<file path="src/rtl/data_cache_pkg.sv">
// data_cache_pkg: shared geometry, field widths, FSM encoding and helpers for the data cache.
package data_cache_pkg;
    localparam int LINES   = 4;
    localparam int WORDS   = 4;
    localparam int WORD_W  = 16;
    localparam int LINE_W  = WORDS * WORD_W;
    localparam int IDX_W   = 2;
    localparam int OFF_W   = 2;
    localparam int TAG_W   = 12;
    localparam int MADDR_W = TAG_W + IDX_W;

    typedef enum logic [1:0] {
        IDLE      = 2'd0,
        WRITEBACK = 2'd1,
        REFILL    = 2'd2
    } state_t;

    function automatic logic [WORD_W-1:0] sat_inc(input logic [WORD_W-1:0] v);
        return (v == '1) ? v : v + 1'b1;
    endfunction
endpackage

</file>
<file path="src/rtl/dcache_array.sv">
// dcache_array: tag/valid/dirty/data storage with per-word store merge and whole-line refill.
//   Clk, Reset_N      : clock, async active-low reset (clears valid/dirty only)
//   i_index, i_offset : line and word select for lookup and writes
//   i_word_we, i_wdata: store one word into the selected line and mark it dirty
//   i_line_we, i_line, i_tag : install a refilled line (valid=1, dirty=0)
//   o_valid, o_dirty, o_tag, o_line, o_word : contents of the selected line/word
module dcache_array
    import data_cache_pkg::*;
(
    input  logic              Clk,
    input  logic              Reset_N,
    input  logic [IDX_W-1:0]  i_index,
    input  logic [OFF_W-1:0]  i_offset,
    input  logic              i_word_we,
    input  logic [WORD_W-1:0] i_wdata,
    input  logic              i_line_we,
    input  logic [LINE_W-1:0] i_line,
    input  logic [TAG_W-1:0]  i_tag,
    output logic              o_valid,
    output logic              o_dirty,
    output logic [TAG_W-1:0]  o_tag,
    output logic [LINE_W-1:0] o_line,
    output logic [WORD_W-1:0] o_word
);
    logic [LINE_W-1:0] r_data [LINES];
    logic [TAG_W-1:0]  r_tag  [LINES];
    logic [LINES-1:0]  r_valid;
    logic [LINES-1:0]  r_dirty;

    always_ff @(posedge Clk or negedge Reset_N) begin
        if (!Reset_N) begin
            r_valid <= '0;
            r_dirty <= '0;
        end else if (i_line_we) begin
            r_valid[i_index] <= 1'b1;
            r_dirty[i_index] <= 1'b0;
        end else if (i_word_we) begin
            r_dirty[i_index] <= 1'b1;
        end
    end

    // Payload arrays carry no reset; valid bits alone qualify them.
    always_ff @(posedge Clk) begin
        if (i_line_we) begin
            r_data[i_index] <= i_line;
            r_tag[i_index]  <= i_tag;
        end else if (i_word_we) begin
            r_data[i_index][{i_offset, 4'b0000} +: WORD_W] <= i_wdata;
        end
    end

    assign o_valid = r_valid[i_index];
    assign o_dirty = r_dirty[i_index];
    assign o_tag   = r_tag[i_index];
    assign o_line  = r_data[i_index];
    assign o_word  = r_data[i_index][{i_offset, 4'b0000} +: WORD_W];
endmodule

</file>
<file path="src/rtl/data_cache.sv">
// data_cache: direct-mapped write-back/write-allocate data cache with miss FSM and perf counters.
//   Clk, Reset_N                 : clock, async active-low reset
//   d_readM, d_writeM            : MEM-stage load/store (both set = store)
//   d_address, d_wdata, d_rdata  : word address, store data, load data (0 unless read hit)
//   cacheStall                   : pipeline freeze while a miss is serviced
//   mem_req/mem_we/mem_addr/mem_wdata/mem_rdata/mem_ack : line-level backing memory port
//   hit_count, access_count      : saturating performance counters
module data_cache
    import data_cache_pkg::*;
(
    input  logic                Clk,
    input  logic                Reset_N,
    input  logic                d_readM,
    input  logic                d_writeM,
    input  logic [15:0]         d_address,
    input  logic [WORD_W-1:0]   d_wdata,
    output logic [WORD_W-1:0]   d_rdata,
    output logic                cacheStall,
    output logic                mem_req,
    output logic                mem_we,
    output logic [MADDR_W-1:0]  mem_addr,
    output logic [LINE_W-1:0]   mem_wdata,
    input  logic [LINE_W-1:0]   mem_rdata,
    input  logic                mem_ack,
    output logic [15:0]         hit_count,
    output logic [15:0]         access_count
);
    state_t              r_state;
    logic                r_mem_req;
    logic                r_mem_we;
    logic [MADDR_W-1:0]  r_mem_addr;
    logic [LINE_W-1:0]   r_mem_wdata;
    logic                r_missed;
    logic [15:0]         r_hit_cnt;
    logic [15:0]         r_acc_cnt;

    logic [TAG_W-1:0]    w_tag_in;
    logic [IDX_W-1:0]    w_index;
    logic [OFF_W-1:0]    w_offset;
    logic                w_access;
    logic                w_hit;
    logic                w_idle;
    logic                w_valid;
    logic                w_dirty;
    logic [TAG_W-1:0]    w_tag;
    logic [LINE_W-1:0]   w_line;
    logic [WORD_W-1:0]   w_word;

    assign w_tag_in   = d_address[15:4];
    assign w_index    = d_address[3:2];
    assign w_offset   = d_address[1:0];
    assign w_access   = d_readM | d_writeM;
    assign w_hit      = w_access & w_valid & (w_tag == w_tag_in);
    assign w_idle     = (r_state == IDLE);
    assign cacheStall = ~w_idle | (w_access & ~w_hit);
    assign d_rdata    = (w_idle & w_hit & ~d_writeM) ? w_word : '0;

    dcache_array u_array (
        .Clk       (Clk),
        .Reset_N   (Reset_N),
        .i_index   (w_index),
        .i_offset  (w_offset),
        .i_word_we (w_idle & w_hit & d_writeM),
        .i_wdata   (d_wdata),
        .i_line_we ((r_state == REFILL) & mem_ack),
        .i_line    (mem_rdata),
        .i_tag     (w_tag_in),
        .o_valid   (w_valid),
        .o_dirty   (w_dirty),
        .o_tag     (w_tag),
        .o_line    (w_line),
        .o_word    (w_word)
    );

    // Memory-side outputs are loaded on state entry and held until the
    // matching ack, so the memory sees a stable request.
    always_ff @(posedge Clk or negedge Reset_N) begin
        if (!Reset_N) begin
            r_state     <= IDLE;
            r_mem_req   <= 1'b0;
            r_mem_we    <= 1'b0;
            r_mem_addr  <= '0;
            r_mem_wdata <= '0;
            r_missed    <= 1'b0;
            r_hit_cnt   <= '0;
            r_acc_cnt   <= '0;
        end else begin
            case (r_state)
                IDLE: begin
                    if (w_hit) begin
                        r_acc_cnt <= sat_inc(r_acc_cnt);
                        r_hit_cnt <= r_missed ? r_hit_cnt : sat_inc(r_hit_cnt);
                        r_missed  <= 1'b0;
                    end else if (w_access) begin
                        r_missed  <= 1'b1;
                        r_mem_req <= 1'b1;
                        if (w_valid & w_dirty) begin
                            r_state     <= WRITEBACK;
                            r_mem_we    <= 1'b1;
                            r_mem_addr  <= {w_tag, w_index};
                            r_mem_wdata <= w_line;
                        end else begin
                            r_state    <= REFILL;
                            r_mem_we   <= 1'b0;
                            r_mem_addr <= d_address[15:2];
                        end
                    end
                end
                WRITEBACK: begin
                    if (mem_ack) begin
                        r_state    <= REFILL;
                        r_mem_we   <= 1'b0;
                        r_mem_addr <= d_address[15:2];
                    end
                end
                REFILL: begin
                    if (mem_ack) begin
                        r_state   <= IDLE;
                        r_mem_req <= 1'b0;
                    end
                end
                default: begin
                    r_state   <= IDLE;
                    r_mem_req <= 1'b0;
                    r_mem_we  <= 1'b0;
                end
            endcase
        end
    end

    assign mem_req      = r_mem_req;
    assign mem_we       = r_mem_we;
    assign mem_addr     = r_mem_addr;
    assign mem_wdata    = r_mem_wdata;
    assign hit_count    = r_hit_cnt;
    assign access_count = r_acc_cnt;
endmodule

</file>
<file path="config.mk">
export PLATFORM = sky130hd
export DESIGN_NAME = data_cache
export DESIGN_NICKNAME = d
export VERILOG_FILES = /design/src/rtl/data_cache_pkg.sv /design/src/rtl/dcache_array.sv /design/src/rtl/data_cache.sv
export SDC_FILE = /design/constraint.sdc
export NUM_CORES = 1
export LEC_CHECK = 0
export CORE_ASPECT_RATIO = 0.75
export CORE_MARGIN = 4
export CORE_UTILIZATION = 40
export CTS_BUF_LIST = sky130_fd_sc_hd__clkbuf_2 sky130_fd_sc_hd__clkbuf_4 sky130_fd_sc_hd__clkbuf_8
export DETAILED_ROUTE_END_ITERATION = 10
export PLACE_DENSITY_LB_ADDON = 0.25
export REMOVE_ABC_BUFFERS = 1
export SLEW_MARGIN = 20
export SYNTH_ARGS = -nofsm -noshare
export SYNTH_HDL_FRONTEND = slang
export SYNTH_SLANG_ARGS = --single-unit
</file>
<file path="constraint.sdc">
create_clock -name Clk -period 4.2 [get_ports Clk]
set_input_delay 0.84 -clock Clk [delete_from_list [all_inputs] [get_ports Clk]]
set_output_delay 0.84 -clock Clk [all_outputs]
set_load 0.02 [all_outputs]
</file>
### Word-level counts from Yosys, hierarchy flattened

Memory sizes are Yosys's and may differ from the RTL's.
Cells that the tools add are included.

* add/sub/neg operators: 3
* multipliers: 0
* divide/modulo/power cells: 0
* magnitude comparators: 2
* equal/unequal tests: 9
* shift operators: 3
* mux-type cells: 98
* bitwise logic cells: 86
* reductions and logical operators: 13

Operators by type and width (count)
* two-way mux 1 bit: 78
* bitwise OR 1 bit: 66
* two-way mux 64 bit: 1
* variable shift 16 x 8 -> 64 bit, first input constant: 1
* variable part select 16 x 8 -> 64 bit: 1
* variable part select 64 x 7 -> 16 bit: 1
* two-way mux 14 bit: 4
* adder 16 x 1 -> 16 bit, second input constant: 2
* == test 16 bit, second input constant: 2
* case mux 14 bit (2 select lines): 1
* AND reduction 4 bit: 6
* two-way mux 16 bit: 1
* == test 12 bit: 1
* two-way mux 2 bit: 5
* bitwise AND 1 bit: 8
* two-way mux 4 bit: 2
* != test 2 bit, second input constant: 4
* negation 6 -> 8 bit: 1
* NOT 1 bit: 8
* bitwise OR 4 bit: 2
* case mux 1 bit (3 select lines): 2
* case mux 2 bit (3 select lines): 1
* nonzero test 2 bit: 3
* bitwise AND 4 bit: 1
* other kinds (11): 12

* flip-flop bits (word level): 123
* bits in latches: 0
* memory bits (writable): 304
* ROM bits: 0
* output and inout bits: 129
* word-level logic and storage cells: 226
* memories: 2

Memories
* u_array.r_data: words 4, width 64, read ports 1, clocked after memory_dff 0, wr ports 1, line dcache_array.sv:25 `logic [LINE_W-1:0] r_data [LINES];`
* u_array.r_tag: words 4, width 12, read ports 1, clocked after memory_dff 0, wr ports 1, line dcache_array.sv:26 `logic [TAG_W-1:0] r_tag [LINES];`

### Depth between registers and ports, before layout

* depth after elaboration: 10
* gate-level depth with buffers: 10
* depth with buffers taken out: 6

### Cells and area by module

A second synthesis with hierarchy kept.

* cells, all modules: 1001
* area, all modules: 18044.8 µm²

By module, submodules not included
* dcache_array: instances 1, cells each 607, area each 12689.7 µm², seq. area each 9328.9 µm²
* data_cache: instances 1, cells each 394, area each 5355.1 µm², seq. area each 2877.8 µm²

### Least setup slack after synthesis

No wires, ideal clock.

* path type: input-to-reg
* from: in d_address[2]
* to: mem u_array.r_data[0][0] in the netlist's numbering (enable)
* library setup time: 0.394 ns
* arrival time: 3.707 ns
* setup slack: 0.099 ns
* cell stages on the path: 10
* cell sequence: buf_6 > buf_6 > mux4_2 > xnor2_1 > nand3_1 > nor4_4 > buf_4 > nand4_1 > buf_2 > a21oi_1

* cells in the longest elaborated chain, start to end: 10
* elaborated cells between the ends (all ways): 12
* classes of those cells: eq/ne (1); mux (5); bitwise (5); memory (1)

Ends and longest elaborated chain
* start, declared: line data_cache.sv:15 `input logic [15:0] d_address,`
* parallel branches: the longest is 10 deep, another holds memory (4 x 12 bit)
* end, declared: line dcache_array.sv:25

Several ways; the timed one is not identified. The select of a mux whose other input is x is not followed.

### Worst setup path in the final report

* from: in d_address[2]
* to: out d_rdata[0]

* cells in the longest elaborated chain, start to end: 7
* elaborated cells between the ends (all ways): 11
* classes of those cells: eq/ne (1); shift (1); mux (3); bitwise (4); memory (2)

Ends and longest elaborated chain
* parallel branches: the longest is 6 deep, another holds memory (4 x 64 bit)
* two-way mux 16 bit *: line data_cache.sv:56 `assign d_rdata = (w_idle & w_hit & ~d_writeM) ? w_word : '0;`
* end, declared: line data_cache.sv:17 `output logic [WORD_W-1:0] d_rdata,`

Mark *: on every way between the ends. The select of a mux whose other input is x is not followed.

==> summary.md <==
| Metric | Value |
|---|---|
| YS warnings | `0` |
| Number of max-cap violations | `0` |
| Max incr delay on CP | `0.54 ns` |
| Final setup vio count | `0` |
| Max VDD drop | `253 uV` |
| Sequential share of power | `a little under half` |
| Clock insertion delay at the later pin of the skew report | `between 0.6 and 0.7 ns` |
| CP Data Required Time | `3.36 ns` |
| Hold-fix buffers, CTS | `0` |
| Pwr/cell area | `about 500 mW/mm2` |
| R2R Setup Slk | `approximately 0.92 ns` |
| Crit. End Element | `output pin` |
| Rel. slew slack | `roughly two fifths` |
| Antenna violations before repair | `2` |
| Switching Share | `27.8%` |
| Cell taking the most area after synthesis | `edfxtp_1` |
| Vias in the first global route | `about 11000` |
| F_max | `between 200 and 250 MHz` |
| Clock power frac | `about a third` |
| Detail Route Antenna Nets | `0` |
| Comb power frac | `between 20 and 25%` |
| Clock buffer count from CTS | `70` |
| Tmin final | `approximately 4 ns` |
| Post-DR wirelength/cell | `between 20 and 30 um` |
| Pin count of the biggest net entering global routing | `85` |
| Layout cell share with drive strength beyond 1 | `roughly a third` |
| Vias | `11229` |
| CP Class | `in2out` |
| Reg-to-Reg End | `u_array.r_data[2][29]` |
| Final Hold Fails | `0` |
| Reg2reg start | `u_array.r_tag[3][7]` |
| Final HPWL DP | `36800 um` |
| Max Clock Skew | `between 0.04 and 0.05 ns` |
| GRT Overall Usage | `a little over a fifth` |
| R2R cell count | `10` |
| CP startpoint kind | `input pin` |
| Critical Path AT | `about 3.3 ns` |
| CTS Sinks | `427` |
| Register area share after synthesis | `66.8%` |
| Most common cell after layout, fill and taps aside | `edfxtp_1` |
| CTS tree | `done` |
| Syn avg cell area | `around 17 um2` |
| Most frequent CP cell | `buf_4` |
| P_leak | `slightly above 0.009 uW` |
| WHS | `0.331 ns` |
| Worst slew pin tran | `about 0.91 ns` |
| Final Wtd Congestion | `between 0.7 and 0.8` |
| DIE HEIGHT | `193 um` |
| Reg clk slew, reported paths | `0.06 ns` |
| Die X | `255 um` |
| Initial Util | `approximately two fifths` |
| Post-synth EDFFs | `between 300 and 400` |
| FFs w/ async S/R, synth | `between 20% and 30%` |
| Largest cells by area after synthesis | `edfxtp_1, dfrtp_1, mux4_2, mux2_2, mux2i_1` |
| Core footprint | `around 0.045 mm2` |
| Pwr Total | `~12000 uW` |
| P&R area growth vs syn | `30.6%` |
| Iter 0 DRT Violations | `~980` |
| Netlist cell types | `47` |
| H-tree levels | `3` |
| Most used DFF post-synth | `edfxtp_1` |
| RSZ-0062 raised after global routing | `false` |
| Drt via density | `about 5.3` |
| Max Slew Vio Count | `0` |
| Die area | `between 0.04 and 0.05 mm2` |
| DRC violation count after routing | `0` |
| Crit path max fanout | `14` |
| Cell Chain, Critical Path | `buf_4 > buf_12 > mux4_2 > xnor2_1 > nand4_1 > nor4_2 > buf_4 > nand3b_1 > buf_4 > nor2b_1 > buf_2` |
| Row Count | `67` |
| Commonest cells after routing, fill and taps aside | `edfxtp_1, clkdlybuf4s50_1, dfrtp_1` |
| Input/output buffers | `approximately 230` |
| HP Class | `in2async` |
| Synth Instances | `1080` |
| Yosys reg bits | `427` |
| 1st-pass router iterations | `5` |
| Final Net Count | `roughly 1600` |
| Routed WL | `approximately 53000 um` |
| Final cycle utilization of the critical path | `97.3%` |
| Synth Cell Area | `roughly 0.018 mm2` |
| Ports | `230` |
| Area fraction of the dominant cell type after synthesis | `approximately half` |
| Status | `completed` |
| Setup Total Neg Slack | `0 ns` |
| First-pass GRT wire length | `slightly below 80000 um` |
| Clk root buf | `clkbuf_8` |
| Slowest stage cell, crit path | `mux4_2` |
| Int Pwr | `roughly 8500 uW` |
| NetSw | `roughly 3300 uW` |
| Clock tree buffer depth | `3` |
| Grt total ovfl | `0` |
[worst max-delay path, delay by kind of cell]
| family | cells | cell delay, ns |
|---|---|---|
| buffers and inverters | 5 | 0.81 |
| multiplexers | 1 | 0.54 |
| AND/OR/NAND/NOR | 4 | 0.81 |
| XOR/XNOR | 1 | 0.20 |
[repair_timing]
action,4_1_cts,5_1_grt
cloned,0,0
setup buffers,0,0
endpoints found under the hold margin,0,0
endpoints found under the setup margin,17,17
gates resized for setup,42,28
pin swaps,0,2
[power by group through the flow]
stage	Clock [uW]	Sequential (uW)	Combinational [uW]
floorplan	0	5800	710
global placement	0	5420	2570
detailed placement	0	5420	2600
CTS	3890	5340	2610
global route	4110	5380	2750
finish	3810	5340	2590
[per-stage QoR]
stage	std cells	setup WS [ns]	area, um2	utilization [%]
2_1_floorplan	1022	-0.537	18000	-
3_3_place_gp	1977	-0.388	22400	49.8
3_5_place_dp	1977	-0.459	22400	49.8
4_1_cts	2106	-0.0191	23900	53.2
5_1_grt	2107	0.0149	23900	53.1
6_report	2108	0.112	23900	53.1
[layout make-up]
cell class	instances	area (um2)
fillers	3713	21100
multi-input cells	539	5740
flip-flops and latches	427	12200
inverters	56	210
diodes	2	5.00
well taps	586	733
clock buffers	109	1300
clock inverters	20	171
repair buffers	369	3510
[registers in the layout, summed over array words and instances, names as in the netlist, named ones only]
signal,cells
r_missed,1
u_array.r_data,256
hit_count,16
access_count,16
u_array.r_valid,4
r_state,2
mem_req,1
mem_addr,14
mem_we,1
mem_wdata,64
u_array.r_tag,48
[how the worst max path moves through the flow]
stage	from	endpoint	slack, ns	depth (start not counted)
after global routing	d_address[2]	d_rdata[9]	0.01	11
after global placement	d_address[2]	d_rdata[14]	-0.39	11
after CTS	d_address[2]	d_rdata[0]	-0.02	11
after detailed placement	d_address[2]	d_rdata[14]	-0.46	11
final	d_address[2]	d_rdata[0]	0.11	11
after floorplan	d_address[2]	u_array.r_data[0][0]	-0.54	6
[cell usage after synthesis, types with 10 or more instances]
| cell | n |
|---|---|
| mux4_2 | 93 |
| mux2_1 | 18 |
| buf_2 | 12 |
| xor2_1 | 14 |
| mux2_4 | 10 |
| edfxtp_1 | 304 |
| xnor2_1 | 27 |
| nor2b_1 | 17 |
| mux2_2 | 80 |
| dfrtp_1 | 123 |
| nor3_1 | 11 |
| and3_1 | 21 |
| clkbuf_1 | 28 |
| inv_1 | 55 |
| nand3_1 | 19 |
| nor2_1 | 19 |
| o21ai_0 | 15 |
| mux2i_1 | 49 |
| a21oi_1 | 16 |
| nand4_1 | 21 |
| nand2_1 | 66 |
[metal layers]
| metal | routed length [um] | share of wire [%] | GRT usage (%) |
|---|---|---|---|
| met2 | 24000 | 45 | 32.4 |
| met4 | 733 | 1.4 | 5.08 |
| met1 | 24200 | 45 | 32.7 |
| met5 | 0 | 0 | 0 |
| met3 | 4410 | 8.3 | 5.79 |
[kinds of logic (layout without fill, tap and decap cells)]
| kind of cell | count (synthesis) | after routing | share of synthesized area (%) |
|---|---|---|---|
| flip-flops | 427 | 427 | 66.8 |
| multiplexers | 250 | 250 | 21.0 |
| AND/OR/NAND/NOR | 202 | 202 | 5.88 |
| buffers and inverters | 114 | 554 | 2.73 |
| XOR/XNOR | 41 | 41 | 1.96 |
| AO/OA/AOI/OAI | 39 | 39 | 1.18 |
| adder cells (fa/ha/maj) | 7 | 7 | 0.479 |
| other | 0 | 2 | 0 |
Power figures use the tool's default switching activity.
